--- src/rtl/dump_rd_ctrl_if.sv ---
// -----------------------------------------------------------------------------
// dump_rd_ctrl_if
// Bundles the signals between the dump read controller and its neighbours:
// the command processor (strt_rd), the capture controller (ram_addr), the UART
// response path (resp_sent) and the shared channel-RAM read port.
//
//   strt_rd    1       one-cycle request to start a dump
//   ram_addr   LOG2    last valid address written by capture control
//   resp_sent  1       current byte has been transmitted to host
//   rd_addr    LOG2    shared read address to all channel RAMs
//   rd_en      1       RAM read enable, one cycle per fetch
//   data_vld   1       RAM read data valid and held for transmission
//   rd_done    1       all bytes of the dump sent (level)
//   busy       1       dump in progress
//   byte_cnt   LOG2+1  bytes sent so far in the current dump
//
// master: the read controller.  slave: the surrounding system.
// -----------------------------------------------------------------------------
interface dump_rd_ctrl_if #(
    parameter int LOG2 = 9
);
    logic            strt_rd;
    logic [LOG2-1:0] ram_addr;
    logic            resp_sent;
    logic [LOG2-1:0] rd_addr;
    logic            rd_en;
    logic            data_vld;
    logic            rd_done;
    logic            busy;
    logic [LOG2:0]   byte_cnt;

    modport master (
        input  strt_rd, ram_addr, resp_sent,
        output rd_addr, rd_en, data_vld, rd_done, busy, byte_cnt
    );

    modport slave (
        output strt_rd, ram_addr, resp_sent,
        input  rd_addr, rd_en, data_vld, rd_done, busy, byte_cnt
    );
endinterface

--- src/rtl/dump_rd_ctrl.sv ---
// -----------------------------------------------------------------------------
// dump_rd_ctrl
// Sequences the read-out of the channel sample RAMs for a dump command. On a
// start request it walks all ENTRIES locations oldest-first, beginning one past
// the last address written by capture control and wrapping at ENTRIES. Each
// byte is fetched (rd_en), given one cycle of RAM latency, then presented with
// data_vld until the UART path reports resp_sent. rd_done is raised once the
// last byte has gone out and stays up until the next start.
//
// Ports:
//   clk   system clock
//   rst   asynchronous, active-high reset
//   bus   dump_rd_ctrl_if.master (strt_rd, ram_addr, resp_sent in;
//         rd_addr, rd_en, data_vld, rd_done, busy, byte_cnt out)
// -----------------------------------------------------------------------------
module dump_rd_ctrl #(
    parameter int ENTRIES = 384,
    parameter int LOG2    = 9
) (
    input  logic           clk,
    input  logic           rst,
    dump_rd_ctrl_if.master bus
);

    localparam logic [LOG2-1:0] LAST_ADDR = LOG2'(ENTRIES - 1);
    localparam logic [LOG2:0]   CNT_FULL  = (LOG2 + 1)'(ENTRIES);

    typedef enum logic [2:0] {
        IDLE,
        FETCH,
        LAT,
        PRESENT,
        DONE
    } state_t;

    state_t          state_q,    state_d;
    logic [LOG2-1:0] rd_addr_q,  rd_addr_d;
    logic [LOG2:0]   byte_cnt_q, byte_cnt_d;
    logic            rd_done_q,  rd_done_d;

    // Successor address with wrap. Using >= rather than == also folds any
    // out-of-range ram_addr onto 0, so ENTRIES need not be a power of two and
    // the address can never leave [0, ENTRIES-1].
    function automatic logic [LOG2-1:0] next_addr(input logic [LOG2-1:0] a);
        return (a >= LAST_ADDR) ? '0 : a + 1'b1;
    endfunction

    always_comb begin
        state_d    = state_q;
        rd_addr_d  = rd_addr_q;
        byte_cnt_d = byte_cnt_q;
        rd_done_d  = rd_done_q;
        case (state_q)
            // A start in DONE behaves exactly like one from IDLE; the start
            // address is captured here so later ram_addr changes are ignored.
            IDLE, DONE: begin
                if (bus.strt_rd) begin
                    rd_addr_d  = next_addr(bus.ram_addr);
                    byte_cnt_d = '0;
                    rd_done_d  = 1'b0;
                    state_d    = FETCH;
                end
            end
            FETCH:   state_d = LAT;
            LAT:     state_d = PRESENT;
            // rd_addr is held here so the RAM output stays stable until the
            // byte has been sent.
            PRESENT: begin
                if (bus.resp_sent) begin
                    byte_cnt_d = byte_cnt_q + 1'b1;
                    if (byte_cnt_q + 1'b1 == CNT_FULL) begin
                        rd_done_d = 1'b1;
                        state_d   = DONE;
                    end else begin
                        rd_addr_d = next_addr(rd_addr_q);
                        state_d   = FETCH;
                    end
                end
            end
            default: state_d = IDLE;
        endcase
    end

    always_ff @(posedge clk or posedge rst) begin
        if (rst) begin
            state_q    <= IDLE;
            rd_addr_q  <= '0;
            byte_cnt_q <= '0;
            rd_done_q  <= 1'b0;
        end else begin
            state_q    <= state_d;
            rd_addr_q  <= rd_addr_d;
            byte_cnt_q <= byte_cnt_d;
            rd_done_q  <= rd_done_d;
        end
    end

    // Strobes decoded straight from the registered state.
    assign bus.rd_en    = (state_q == FETCH);
    assign bus.data_vld = (state_q == PRESENT);
    assign bus.busy     = (state_q == FETCH) || (state_q == LAT) || (state_q == PRESENT);
    assign bus.rd_done  = rd_done_q;
    assign bus.rd_addr  = rd_addr_q;
    assign bus.byte_cnt = byte_cnt_q;

endmodule

--- src/flat_wrapper.sv ---
// flat-port wrapper written by rule: the top's interface ports become plain ports
module dump_rd_ctrl_flat 
#(
    parameter int ENTRIES = 384,
    parameter int LOG2    = 9
)
  (clk, rst, bus_strt_rd, bus_ram_addr, bus_resp_sent, bus_rd_addr, bus_rd_en, bus_data_vld, bus_rd_done, bus_busy, bus_byte_cnt);
  dump_rd_ctrl_if #(.LOG2(LOG2)) bus_i ();
  input  logic clk;
  input  logic rst;
  input wire logic [$bits(bus_i.strt_rd)-1:0] bus_strt_rd;
  input wire logic [$bits(bus_i.ram_addr)-1:0] bus_ram_addr;
  input wire logic [$bits(bus_i.resp_sent)-1:0] bus_resp_sent;
  output wire logic [$bits(bus_i.rd_addr)-1:0] bus_rd_addr;
  output wire logic [$bits(bus_i.rd_en)-1:0] bus_rd_en;
  output wire logic [$bits(bus_i.data_vld)-1:0] bus_data_vld;
  output wire logic [$bits(bus_i.rd_done)-1:0] bus_rd_done;
  output wire logic [$bits(bus_i.busy)-1:0] bus_busy;
  output wire logic [$bits(bus_i.byte_cnt)-1:0] bus_byte_cnt;
  assign bus_i.strt_rd = bus_strt_rd;
  assign bus_i.ram_addr = bus_ram_addr;
  assign bus_i.resp_sent = bus_resp_sent;
  assign bus_rd_addr = bus_i.rd_addr;
  assign bus_rd_en = bus_i.rd_en;
  assign bus_data_vld = bus_i.data_vld;
  assign bus_rd_done = bus_i.rd_done;
  assign bus_busy = bus_i.busy;
  assign bus_byte_cnt = bus_i.byte_cnt;
  dump_rd_ctrl #(.ENTRIES(ENTRIES), .LOG2(LOG2)) u_core (.clk(clk), .rst(rst), .bus(bus_i));
endmodule
--- config.mk ---
export PLATFORM = sky130hd
export DESIGN_NAME = dump_rd_ctrl_flat
export DESIGN_NICKNAME = d
export VERILOG_FILES = /design/src/rtl/dump_rd_ctrl_if.sv /design/src/rtl/dump_rd_ctrl.sv /design/src/flat_wrapper.sv
export SDC_FILE = /design/constraint.sdc
export NUM_CORES = 1
export LEC_CHECK = 0
export ABC_AREA = 1
export BUFFER_PORTS_ARGS = -buffer_cell sky130_fd_sc_hd__buf_4
export CAP_MARGIN = 20
export CORE_MARGIN = 3
export CORE_UTILIZATION = 44
export DETAILED_ROUTE_END_ITERATION = 12
export PLACE_DENSITY_LB_ADDON = 0.3
export RECOVER_POWER = 50
export SLEW_MARGIN = 25
export SYNTH_ARGS = -nofsm -noshare
export SYNTH_HDL_FRONTEND = slang
export SYNTH_SLANG_ARGS = --single-unit
--- constraint.sdc ---
create_clock -name clk -period 4.1 [get_ports clk]
set_input_delay 0.41 -clock clk [delete_from_list [all_inputs] [get_ports clk]]
set_output_delay 0.41 -clock clk [all_outputs]
set_load 0.005 [all_outputs]
==> results of run 1 <==
## state kept, by name, indices dropped and copies added (netlist names)
name                 count
u_core.bus.rd_addr       9
u_core.state_q           3
u_core.bus.rd_done       1
u_core.bus.byte_cnt     10
## worst reg2reg max path, delay by kind of cell, from the launching register on
family	cells	cell delay (ns)
flops	1	0.42
buf+inv	2	0.36
simple gates	4	0.65
compound gates	1	0.40
## cell usage after synthesis
library cell / instances / share of area, %
a22o_1: 1 / 0.51
buf_2: 2 / 0.58
clkinv_4: 1 / 0.51
dfrtp_1: 23 / 33
ha_1: 3 / 2.2
inv_1: 24 / 5.2
inv_2: 3 / 0.65
inv_8: 1 / 0.65
nand2_1: 81 / 18
nand2_2: 7 / 2.5
nand2_4: 1 / 0.65
nand3_1: 34 / 9.9
nand3_2: 2 / 1.2
nand3_4: 1 / 1.0
nand3b_1: 5 / 2.2
nand4_1: 11 / 4.0
nor2_1: 15 / 3.3
nor2_2: 5 / 1.8
nor2_4: 3 / 2.0
nor3_1: 1 / 0.29
nor3_2: 1 / 0.58
o21a_1: 1 / 0.44
o21ai_0: 3 / 0.87
o21ai_1: 5 / 1.5
o21ai_2: 1 / 0.51
o21bai_1: 2 / 0.87
o22ai_1: 2 / 0.73
o31ai_1: 2 / 0.87
xnor2_1: 2 / 1.0
xor2_1: 5 / 2.5
## worst max path at each step
stage	endpoint	slack (ns)	cells past startpoint
after floorplan	u_core.bus.rd_addr[3]	2.48	13
after global placement	u_core.bus.rd_addr[4]	2.34	11
after detailed placement	u_core.bus.rd_addr[2]	2.29	13
after CTS	u_core.bus.rd_addr[2]	2.26	13
after global routing	u_core.bus.rd_addr[6]	1.99	7
final	bus_data_vld	2.18	3
## routing by layer
layer  vias up  global-route usage (%)
met5         -                       0
met4         0                    3.72
met3         2                    3.73
met2        38                    30.6
met1       760                    25.9
li1        882                       -
## report_power, final
| part | total (mW) | internal [mW] | switching [mW] |
|---|---|---|---|
| sequential | 0.421 | 0.308 | 0.114 |
| combinational | 0.666 | 0.271 | 0.395 |
| clock | 0.137 | 0.0677 | 0.0697 |
| total | 1.22 | 0.647 | 0.578 |
## area by class of cell
type,instances,area [um2],share of cell area [%]
sequential,23,576,27.7
timing repair buffer,35,263,12.7
multi-input combinational,194,1010,48.7
clock inverter,1,5.00,0.241
clock buffer,3,41.3,1.99
tap,48,60.1,2.89
inverter,29,121,5.84
## layout by cell type (no fill, tap or decap)
| master | count |
|---|---|
| a22o_1 | 1 |
| buf_4 | 24 |
| clkbuf_4 | 11 |
| clkbuf_8 | 3 |
| clkinv_2 | 1 |
| clkinv_4 | 1 |
| dfrtp_1 | 23 |
| ha_1 | 3 |
| inv_1 | 24 |
| inv_2 | 3 |
| inv_8 | 1 |
| nand2_1 | 81 |
| nand2_2 | 7 |
| nand2_4 | 1 |
| nand3_1 | 35 |
| nand3_2 | 1 |
| nand3_4 | 1 |
| nand3b_1 | 5 |
| nand4_1 | 11 |
| nor2_1 | 15 |
| nor2_2 | 5 |
| nor2_4 | 3 |
| nor3_1 | 1 |
| nor3_2 | 1 |
| o21a_1 | 1 |
| o21ai_0 | 3 |
| o21ai_1 | 5 |
| o21ai_2 | 1 |
| o21bai_1 | 2 |
| o22ai_1 | 2 |
| o31ai_1 | 2 |
| xnor2_1 | 2 |
| xor2_1 | 5 |
## cell families after synthesis
logic type,Yosys count
flip-flops,23
AND/OR/NAND/NOR,167
AO/OA/AOI/OAI,17
adder cells (fa/ha/maj),3
buffers and inverters,31
XOR/XNOR,7
## per-stage QoR
| stage | utilization [%] | power, mW |
|---|---|---|
| after global routing | 55.9 | 1.35 |
| final | 55.9 | 1.22 |
| after CTS | 56.0 | 1.24 |
| after global placement | 54.8 | 1.09 |
| after floorplan | - | 0.853 |
| after detailed placement | 54.8 | 1.10 |
==> impl_metrics.ini, run 1 <==
[cts]
worstSkewPairLatency_ns = 0.26
ctsResizeCount = 0
clk_pin_slew_ns = 0.08
postCtsSetupBuffers = 0
cts_sinks = 23
cts_tree = done
cts_buffers = 3
hold_buffers = 0
root_buffer = clkbuf_8
clockBufferDepth = 2
htreeDepth = 1

[floorplanning]
boundaryPins = 36
die_h_um = 68.6
start_util_pct = 46.4
core_mm2 = 0.00372
die-area_mm2 = 0.00470
fp.dieW_um = 68.6
row_count = 22

[drt]
ant_nets = 0
routed_via_density = 5.05
dr.first_iter.drc_count = 111
top_layer_used = met4
wl_met3_um = 176
dr.pass1.iters = 4
via_count = 1682
wl_per_cell_um = 12.0
drc = 0
wl_met2_mm = 1.85
wl_met1_mm = 1.94
wl_mm = 3.99

[sta]
setup_viol = 0
fin_hold_ws_ns = 0.327
fin_setup_tns_ns = 0
worst_slew_pin_slew_ns = 0.867
period_share_pct = 46.9
clock_skew_ns = 0.00555
grt_setup_unrepaired = no
slew_violations = 0
finalWorstSetupSlack_ns = 2.18
fin_crit_ns = 1.92
timing.fmax_mhz = 520
hold_viol = 0
slew_headroom_pct = 42.1

[yosys]
ys_warn_count = 0
synth_fp_nets = 264
ys_ff_latch = 23
synth_xor_area_share_pct = 3.56
synth_fa_ha_area_share_pct = 2.18
synth_seq_area_share_pct = 33.4
ys_types = 30
synth_area_mm2 = 0.00172
synthSimpleGateAreaFrac_pct = 47.0
synth_top_family_by_area = simple AND/OR/NAND/NOR gates
synth_area_per_cell_um2 = 6.95
postSynthCellCount = 248
synth_compound_area_share_pct = 6.25
synthMuxAreaShare_pct = 0

[setup_path]
crit_buf_inv = 2
critPathMaxStageDelay_ns = 0.42
r2r_setup_slack_ns = 2.22
arrival_ns = 1.51
worstPathRequired_ns = 3.69
slowest_stage = dfrtp_1
path_cells = nand3_1, clkinv_4, buf_4
r2r_end = u_core.bus.rd_addr[2]
crit_type = flop to output port
cp_top_family = buffers and inverters
r2r_cells = 7
cp-end-kind = output port
crit_path_start_kind = flop
reg2reg_from = u_core.state_q[0]
worst-path-max-fanout = 16
critPathLaunch = u_core.state_q[0]

[grt]
antenna_found_initial = 0
track_usage_pct = 18.8
grt_pass1_wl_mm = 6.74
grt_pass1_vias = 1519
grt_max_degree = 24
overflow = 0

[finish]
syn_to_final_growth_pct = 20.6
diodes = 0
n_fill_cell = 377
nNetsFinal = 302
drive_gt1_share_pct = 22.5
final_cells = 333
finalInstanceArea_mm2 = 0.00208

[pwr]
p_leak_nw = 1.05
peakVddDrop_uv = 338
power_density_mw_per_mm2 = 590

[placement]
dp_hpwl_mm = 3.12
dp_cells = 329
place_congestion = 0.824
io_buffers = 35
dp_slack_ns = 2.29
placed_cell_area_mm2 = 0.00204

[flow_run]
maxCapViolCount = 0

[status]
status = finished, final reports clean

[hold_path]
hold_class = input pin to asynchronous set/reset pin
No activity file was read; power rests on OpenSTA's default activity.
==> run 2, diff against run 1 <==
Settings changed: ABC_AREA 1 to 0.
Clock period 4.1 ns to 1.6 ns, I/O delays scaled along.
==> impl_metrics.ini, run 2 <==
[yosys]
synth_seq_area_share_pct = 36.3
async_flop_share_pct = 100
synth_fp_nets = 205
postSynthCellCount = 189
synth_top_cell_by_area = dfrtp_1
synth_ff_type = dfrtp_1
ys_warn_count = 0
synth_edf_count = 0
yosysTopAreaCellShare_pct = 36.3
synth_commonest_cells = dfrtp_1, o21ai_0, nand2_1
synth_area_mm2 = 0.00159
ys_types = 46
synthTopCellsByArea = dfrtp_1, o21ai_0, nand2_1, nor2_1, nand3_1
synth_area_per_cell_um2 = 8.39
ys_ff_latch = 23

[setup_path]
crit_type = flop to flop
crit_buf_inv = 1
critPathLaunch = u_core.bus.byte_cnt[1]
reg2reg_from = u_core.bus.byte_cnt[1]
cp-end-kind = flop
setup.worst_path.end = u_core.bus.rd_addr[1]
cp_top_family = compound AO/OA/AOI/OAI gates
slowest_stage = dfrtp_2
worst-path-max-fanout = 5
worstPathRequired_ns = 1.81
r2r_cells = 6
cp_num_cells = 6
r2r_setup_slack_ns = -0.39
r2r_end = u_core.bus.rd_addr[1]
arrival_ns = 2.20
critPathMaxStageDelay_ns = 0.45
crit_path_start_kind = flop
path_cells = and3_4, and4_4, a32oi_4, o41ai_4, buf_4, mux2_4

[placement]
dp_slack_ns = -0.375
io_buffers = 35
place_congestion = 0.869
dp_hpwl_mm = 3.24
placed_cell_area_mm2 = 0.00224

[cts]
cts_sinks = 23
htreeDepth = 1
cts_buffers = 3
root_buffer = clkbuf_4
clk_pin_slew_ns = 0.13
cts_tree = done
worstSkewPairLatency_ns = 0.31
clockBufferDepth = 2

[pwr]
power_switching_share_pct = 41.1
intPower_mw = 2.05
peakVddDrop_uv = 705
power.total_mw = 3.48
seqPwrFrac_pct = 27.0
p_leak_nw = 1.08
power_density_mw_per_mm2 = 1470
clockPowerShare_pct = 8.0
combPwrFrac_pct = 65.0
p_sw_mw = 1.43

[drt]
drc = 0
ant_nets = 0
wl_mm = 4.33
dr.pass1.iters = 4
wl_per_cell_um = 13.6
via_count = 1729
dr.first_iter.drc_count = 94
routed_via_density = 5.44

[sta]
finalWorstSetupSlack_ns = -0.387
slew_violations = 0
fin_hold_ws_ns = 0.137
fin_setup_tns_ns = -3.61
timing.fmax_mhz = 503
clock_skew_ns = 0.00132
slew_headroom_pct = 60.7
worst_slew_pin_slew_ns = 0.589
setup_viol = 12
period_share_pct = 124
fin_crit_ns = 1.99
grt_setup_unrepaired = yes
hold_viol = 0

[finish]
final_cell_mix = buf_4, dfrtp_1, nand2_1, nor2_1
largest_register_ffs = 10
drive_gt1_share_pct = 42.3
syn_to_final_growth_pct = 49.6
mostFrequentLayoutCell = buf_4
finalInstanceArea_mm2 = 0.00237
diodes = 0
nNetsFinal = 289

[grt]
grt_pass1_wl_mm = 7.69
overflow = 0
grt_pass1_vias = 1766
grt_max_degree = 24
track_usage_pct = 21.8
antenna_found_initial = 0

[floorplanning]
die-area_mm2 = 0.00436
start_util_pct = 46.4
die_h_um = 66.0
row_count = 21
boundaryPins = 36
core_mm2 = 0.00342
fp.dieW_um = 66.0

[status]
violations = negative setup slack
status = finished, violations left

[flow_run]
maxCapViolCount = 0

[hold_path]
hold_class = input pin to flop
-- run 2: changes by cell type after synthesis, sizes merged, moves of 4 or more --
cell    before  now
o21ai        9   28
nand4       11    4
nand2       89   20
nand3b       5    1
a21oi        0    7
xnor2        2    7
nand3       37   14
nor2        23   19
and3         0    5
and2         0    4
inv         28    9
-- run 2: power groups by stage --
stage,combinational (mW),sequential (mW),clock [mW]
finish,2.26,0.938,0.279
global placement,2.02,0.934,0
CTS,2.21,0.933,0.282
detailed placement,2.06,0.946,0
floorplan,0.975,1.00,0
global route,2.50,0.968,0.309
-- run 2: layout make-up --
type	instances	area, um2
flip-flops and latches	23	579
inverters	9	33.8
fillers	302	1040
multi-input cells	151	1020
well taps	46	57.6
clock buffers	4	26.3
repair buffers	85	653
-- run 2: how the worst min path moves through the flow --
| stage | from | endpoint | slack [ns] | depth (start not counted) |
|---|---|---|---|---|
| floorplan | rst | u_core.bus.byte_cnt[2] | 0.16 | 1 |
| global placement | rst | u_core.bus.rd_addr[0] | 0.22 | 3 |
| detailed placement | rst | u_core.bus.rd_addr[0] | 0.23 | 3 |
| CTS | bus_strt_rd | u_core.state_q[2] | 0.13 | 3 |
| global route | bus_strt_rd | u_core.state_q[2] | 0.14 | 3 |
| finish | bus_strt_rd | u_core.state_q[2] | 0.14 | 3 |
-- run 2: timing repair --
action | 4_1_cts | 5_1_grt
pin swaps | 6 | 8
cloned | 0 | 0
gates resized for setup | 12 | 9
hold buffers | 1 | 0
endpoints found under the setup margin | 13 | 17
hold endpoints to repair | 23 | 0
buffers inserted | 5 | 0
-- run 2: worst reg2reg max path: stages, from the launching register on --
cell	delay [ns]
dfrtp_2	0.45
and3_4	0.22
and4_4	0.25
a32oi_4	0.07
o41ai_4	0.42
buf_4	0.20
mux2_4	0.29
-- run 2: per-stage QoR --
stage               utilization [%]  instances
detailed placement             65.5        308
global placement               65.5        308
finish                         69.4        318
CTS                            68.9        318
global route                   69.4        318
floorplan                         -        189
-- run 2: logic make-up after synthesis --
logic type / count (synthesis) / synth area share (%)
adders and majority gates: 3 / 2.37
buffers and inverters: 15 / 4.18
xor gates and xnor gates: 9 / 4.97
AOI/OAI and AO/OA: 56 / 24.5
muxes: 2 / 1.58
and+or+nand+nor: 81 / 26.1
DFF: 23 / 36.3
-- run 2: layer usage --
| layer | up-vias | GRT usage [%] | wire length (um) |
|---|---|---|---|
| met5 | - | 0 | 0 |
| met4 | 0 | 4.82 | 29 |
| met3 | 4 | 2.21 | 146 |
| met2 | 42 | 40.3 | 2300 |
| met1 | 823 | 27.0 | 1860 |
| li1 | 860 | - | - |
